`src/rtl/mul_acc.sv`:
```
// mul_acc: sequential unsigned multiply-accumulate, y = q*x + r.
// Rebuilds a dividend from the divider's quotient/divisor/remainder using
// radix-2 shift-add over a fixed 32 iterations (no early exit).
// Ports:
//   clk   - clock, rising edge
//   rst_n - asynchronous active-low reset
//   en    - start; loads q/x/r and (re)starts, overriding any job in flight
//   q     - 32-bit multiplier (quotient)
//   x     - 32-bit multiplicand (divisor)
//   r     - 32-bit addend (remainder)
//   y     - 64-bit registered result, updated only when done pulses
//   busy  - high while a job is in flight
//   done  - one-cycle pulse in the cycle y takes a new result
module mul_acc (
  input  logic        clk,
  input  logic        rst_n,
  input  logic        en,
  input  logic [31:0] q,
  input  logic [31:0] x,
  input  logic [31:0] r,
  output logic [63:0] y,
  output logic        busy,
  output logic        done
);

  typedef enum logic [1:0] {IDLE = 2'd0, RUN = 2'd1, FIN = 2'd2} state_t;

  typedef struct packed {
    logic [63:0] acc;
    logic [63:0] mcand;
    logic [31:0] mplier;
    logic [4:0]  cnt;
  } dp_t;

  state_t      state, state_n;
  dp_t         dp, dp_n;
  logic [63:0] y_n;
  logic        busy_n, done_n;

  // State and datapath registers. Reset abandons any job outright, so no
  // done pulse can follow a mid-computation reset.
  always_ff @(posedge clk or negedge rst_n) begin
    if (!rst_n) begin
      state <= IDLE;
      dp    <= '0;
      y     <= '0;
      busy  <= 1'b0;
      done  <= 1'b0;
    end else begin
      state <= state_n;
      dp    <= dp_n;
      y     <= y_n;
      busy  <= busy_n;
      done  <= done_n;
    end
  end

  always_comb begin
    state_n = state;
    dp_n    = dp;
    y_n     = y;
    busy_n  = busy;
    done_n  = 1'b0;

    unique case (state)
      IDLE: begin
        busy_n = 1'b0;
      end
      RUN: begin
        // Full 64-bit add; max q*x+r = 2^64-2^32 so it cannot overflow.
        if (dp.mplier[0])
          dp_n.acc = dp.acc + dp.mcand;
        dp_n.mcand  = {dp.mcand[62:0], 1'b0};
        dp_n.mplier = {1'b0, dp.mplier[31:1]};
        dp_n.cnt    = dp.cnt + 5'd1;
        if (dp.cnt == 5'd31)
          state_n = FIN;
      end
      FIN: begin
        y_n     = dp.acc;
        done_n  = 1'b1;
        busy_n  = 1'b0;
        state_n = IDLE;
      end
      default: begin
        state_n = IDLE;
        busy_n  = 1'b0;
      end
    endcase

    // A start wins over whatever the FSM was doing; a discarded job never
    // reaches FIN, so it cannot produce a done pulse or touch y.
    if (en) begin
      dp_n.acc    = {32'b0, r};
      dp_n.mcand  = {32'b0, x};
      dp_n.mplier = q;
      dp_n.cnt    = 5'd0;
      state_n     = RUN;
      busy_n      = 1'b1;
      done_n      = 1'b0;
      y_n         = y;
    end
  end

endmodule

```
`config.mk`:
```
export PLATFORM = sky130hd
export DESIGN_NAME = mul_acc
export DESIGN_NICKNAME = d
export VERILOG_FILES = /design/src/rtl/mul_acc.sv
export SDC_FILE = /design/constraint.sdc
export NUM_CORES = 1
export LEC_CHECK = 0
export CORE_MARGIN = 8
export CORE_UTILIZATION = 61
export CTS_CLUSTER_SIZE = 24
export DETAILED_ROUTE_END_ITERATION = 8
export HOLD_SLACK_MARGIN = 0.12
export PLACE_DENSITY = 0.85
export SLEW_MARGIN = 5
export SYNTH_ARGS = -nofsm -noshare
export SYNTH_HDL_FRONTEND = slang
export SYNTH_SLANG_ARGS = --single-unit
export TNS_END_PERCENT = 1
```
`constraint.sdc`:
```
create_clock -name clk -period 6.8 [get_ports clk]
set_input_delay 2.04 -clock clk [delete_from_list [all_inputs] [get_ports clk]]
set_output_delay 2.04 -clock clk [all_outputs]
set_load 0.05 [all_outputs]
```
==> insert_results.sql <==
INSERT INTO impl_metrics (metric_group, metric, value, unit) VALUES
('global_route', 'grt.overflow.total', '0', ''),
('routing', 'routed_wire_per_std_cell', '18.8', 'um'),
('clocking', 'cts.repair.resized', '0', ''),
('routing', 'antenna_left', '0', ''),
('setup_path', 'cpMaxStageDelayCell', 'clkdlybuf4s50_1', ''),
('run_status', 'outcome', 'finished clean', ''),
('sta', 'min_period', '3.80', 'ns'),
('routing', 'detailroute.via_count', '11200', ''),
('sta', 'final-setup-viol-count', '0', ''),
('yosys', 'synth_flop_cell', 'dfrtp_1', ''),
('yosys', 'synth_fp_nets', '1609', ''),
('floorplanning', 'dieWidth', '165', 'um'),
('sta', 'grt_setup_unrepaired', 'false', ''),
('yosys', 'synth_simple_gate_area_frac', '0.135', ''),
('pwr', 'power.ir.vdd_worst', '194', 'uV'),
('pwr', 'p_per_cell_area', '230', 'nW/um^2'),
('yosys', 'xor_xnor_share_of_the_synthesized_area', '0.0396', ''),
('yosys', 'synth_adder_area_share', '0.0617', ''),
('clocking', 'holdBufCountCts', '0', ''),
('hold_path', 'worst_hold_startpoint', 'y[55]$_DFFE_PN0P_', ''),
('clocking', 'clk_root_buffer_cell', 'clkbuf_16', ''),
('floorplanning', 'initial_core_util', '0.620', ''),
('global_route', 'groute.usage.overall', '0.258', ''),
('global_route', 'antenna_violations_before_repair', '0', ''),
('routing', 'drt_pass1_iterations', '5', ''),
('yosys', 'synthDominantCellAreaShare', '0.432', ''),
('setup_path', 'cp_cell_sequence', 'clkdlybuf4s50_1', ''),
('setup_path', 'cp.buffers_inverters', '1', ''),
('routing', 'routed_wirelength', '35100', 'um'),
('pwr', 'netSwitchingFraction', '0.294', ''),
('sta', 'number_of_failing_hold_endpoints_at_the_final_stage', '0', ''),
('setup_path', 'startpoint_type', 'register', ''),
('global_route', 'wire_length_of_the_first_global_routing_pass', '57500', 'um'),
('sta', 'timing_max_transition_violations_final', '0', ''),
('yosys', 'synth-compound-area-share', '0.196', ''),
('finish', 'num_antenna_cells', '0', ''),
('routing', 'viasPerCell', '6.00', ''),
('clocking', 'cts_num_sinks', '233', ''),
('routing', 'detail_route.iter0.violations', '862', ''),
('floorplanning', 'chipHeight', '165', 'um'),
('placed_design', 'placement.io_buffers', '164', ''),
('global_route', 'grt_max_degree', '153', ''),
('yosys', 'synth_most_common_cell', 'nand2_1', ''),
('yosys', 'synth-edff-count', '0', ''),
('pwr', 'switching_power', '1.09', 'mW'),
('clocking', 'count_of_buffers_added_by_post_cts_timing_repair_for_setup', '0', ''),
('floorplanning', 'top_level_ports', '165', ''),
('setup_path', 'critPathArrivalTime', '1.76', 'ns'),
('setup_path', 'critical_path.endpoint_type', 'output port', ''),
('finish', 'layout_cells_sized_above_1', '0.104', ''),
('sta', 'fin_crit_sh', '0.559', ''),
('yosys', 'post_synth_mux_area_share', '0.104', ''),
('hold_path', 'whs_endpoint', 'y[55]$_DFFE_PN0P_', ''),
('floorplanning', 'die-area', '27100', 'um^2'),
('yosys', 'syn-cell-area', '13500', 'um^2'),
('sta', 'tns', '0', 'ns'),
('setup_path', 'reg2reg_to', 'dp[159]$_DFFE_PN0P_', ''),
('yosys', 'synthesis.instances', '1444', ''),
('finish', 'synthToLayoutAreaGrowth', '19.6', '%'),
('setup_path', 'ff2ff_setup_slack', '3.40', 'ns'),
('clocking', 'htree_levels', '1', ''),
('yosys', 'yosys_warnings', '0', ''),
('yosys', 'postSynthAreaPerCell', '9.35', 'um^2'),
('setup_path', 'worst-r2r-cell-count', '12', ''),
('clocking', 'cts_max_path_buffers', '3', ''),
('setup_path', 'r2r_start', 'dp[37]$_DFFE_PN0P_', ''),
('yosys', 'ys_seq_area_frac', '0.432', ''),
('sta', 'clock-skew-final', '0.0230', 'ns'),
('routing', 'remaining_drc_errors', '0', ''),
('clocking', 'clk-insertion-delay-late', '0.54', 'ns'),
('pwr', 'p_clk_frac', '0.384', '');
layout make-up:
class                      count  area, um^2  share of cell area
multi-input combinational   1107        7260               0.450
sequential                   233        5830               0.361
timing repair buffer         173        1730               0.107
clock buffer                  41         798              0.0495
tap                          280         350              0.0217
clock inverter                 9        82.6             0.00512
inverter                      22        82.6             0.00512
per-stage QoR:
| stage | utilization | instances | instance area (um^2) | total power, mW |
|---|---|---|---|---|
| CTS | 0.742 | 1865 | 16100 | 3.72 |
| detailed placement | 0.701 | 1815 | 15300 | 2.30 |
| finish | 0.742 | 1865 | 16100 | 3.71 |
| global placement | 0.701 | 1815 | 15300 | 2.28 |
| floorplan | - | 1444 | 13500 | 2.06 |
| global route | 0.742 | 1865 | 16100 | 3.87 |
cells in the final DEF, fill, tap and decap left out, types with 4 or more instances in the layout:
| master | synthesis | layout |
|---|---|---|
| nand2_1 | 261 | 260 |
| dfrtp_1 | 233 | 233 |
| clkdlybuf4s50_1 | 0 | 162 |
| a21oi_1 | 150 | 150 |
| o21ai_0 | 141 | 141 |
| mux2_2 | 66 | 66 |
| mux2i_1 | 66 | 66 |
| ha_1 | 65 | 65 |
| nor2_1 | 59 | 58 |
| xnor2_1 | 38 | 38 |
| clkbuf_16 | 0 | 27 |
| a21o_1 | 25 | 25 |
| xor2_1 | 23 | 23 |
| inv_1 | 22 | 22 |
| o21ai_1 | 22 | 22 |
| nand4_1 | 20 | 20 |
| nand3_1 | 18 | 18 |
| o21bai_1 | 17 | 17 |
| nor3_1 | 11 | 11 |
| and3_1 | 8 | 8 |
| o211ai_1 | 8 | 8 |
| buf_4 | 3 | 8 |
| o21a_1 | 7 | 7 |
| a31oi_1 | 7 | 7 |
| a211oi_1 | 7 | 7 |
| clkbuf_1 | 53 | 7 |
| clkbuf_8 | 0 | 7 |
| and4_1 | 5 | 5 |
| a21oi_2 | 5 | 5 |
| clkinv_2 | 0 | 5 |
| a21boi_0 | 4 | 4 |
| a21boi_1 | 4 | 4 |
power groups by stage:
| stage | Clock, mW | Combinational, mW | Sequential (mW) |
|---|---|---|---|
| floorplan | 0 | 0.537 | 1.52 |
| global placement | 0 | 0.733 | 1.55 |
| finish | 1.42 | 0.761 | 1.53 |
| detailed placement | 0 | 0.747 | 1.55 |
| global route | 1.50 | 0.838 | 1.53 |
| CTS | 1.44 | 0.757 | 1.52 |
sequential cells by signal, summed over array words and instances, names as in the netlist:
name and count:
y 64, dp 165, done 1, busy 1, state 2
logic make-up after synthesis:
kind of cell               Yosys count
AOI/OAI and AO/OA                  434
xor gates and xnor gates            61
adders and majority gates           66
buffers and inverters              104
DFF                                233
muxes                              132
and+or+nand+nor                    414
metal layers:
layer,vias to the layer above,global-route usage,share of wire
met5,-,0,0
met4,0,0.0774,0.025
met3,68,0.0446,0.059
met2,351,0.445,0.49
met1,5402,0.326,0.42
li1,5360,-,-
worst max path at each step:
| stage | startpoint | to | slack [ns] | cells past startpoint |
|---|---|---|---|---|
| after floorplan | en | y[0]$_DFFE_PN0P_ | 3.37 | 4 |
| after global placement | en | dp[164]$_DFFE_PN0P_ | 2.56 | 5 |
| after detailed placement | en | dp[164]$_DFFE_PN0P_ | 2.54 | 5 |
| after CTS | y[28]$_DFFE_PN0P_ | y[28] | 2.98 | 1 |
| after global routing | en | dp[164]$_DFFE_PN0P_ | 2.92 | 5 |
| final | y[5]$_DFFE_PN0P_ | y[5] | 3.00 | 1 |
Note: power is estimated with default switching activity, not from simulation.
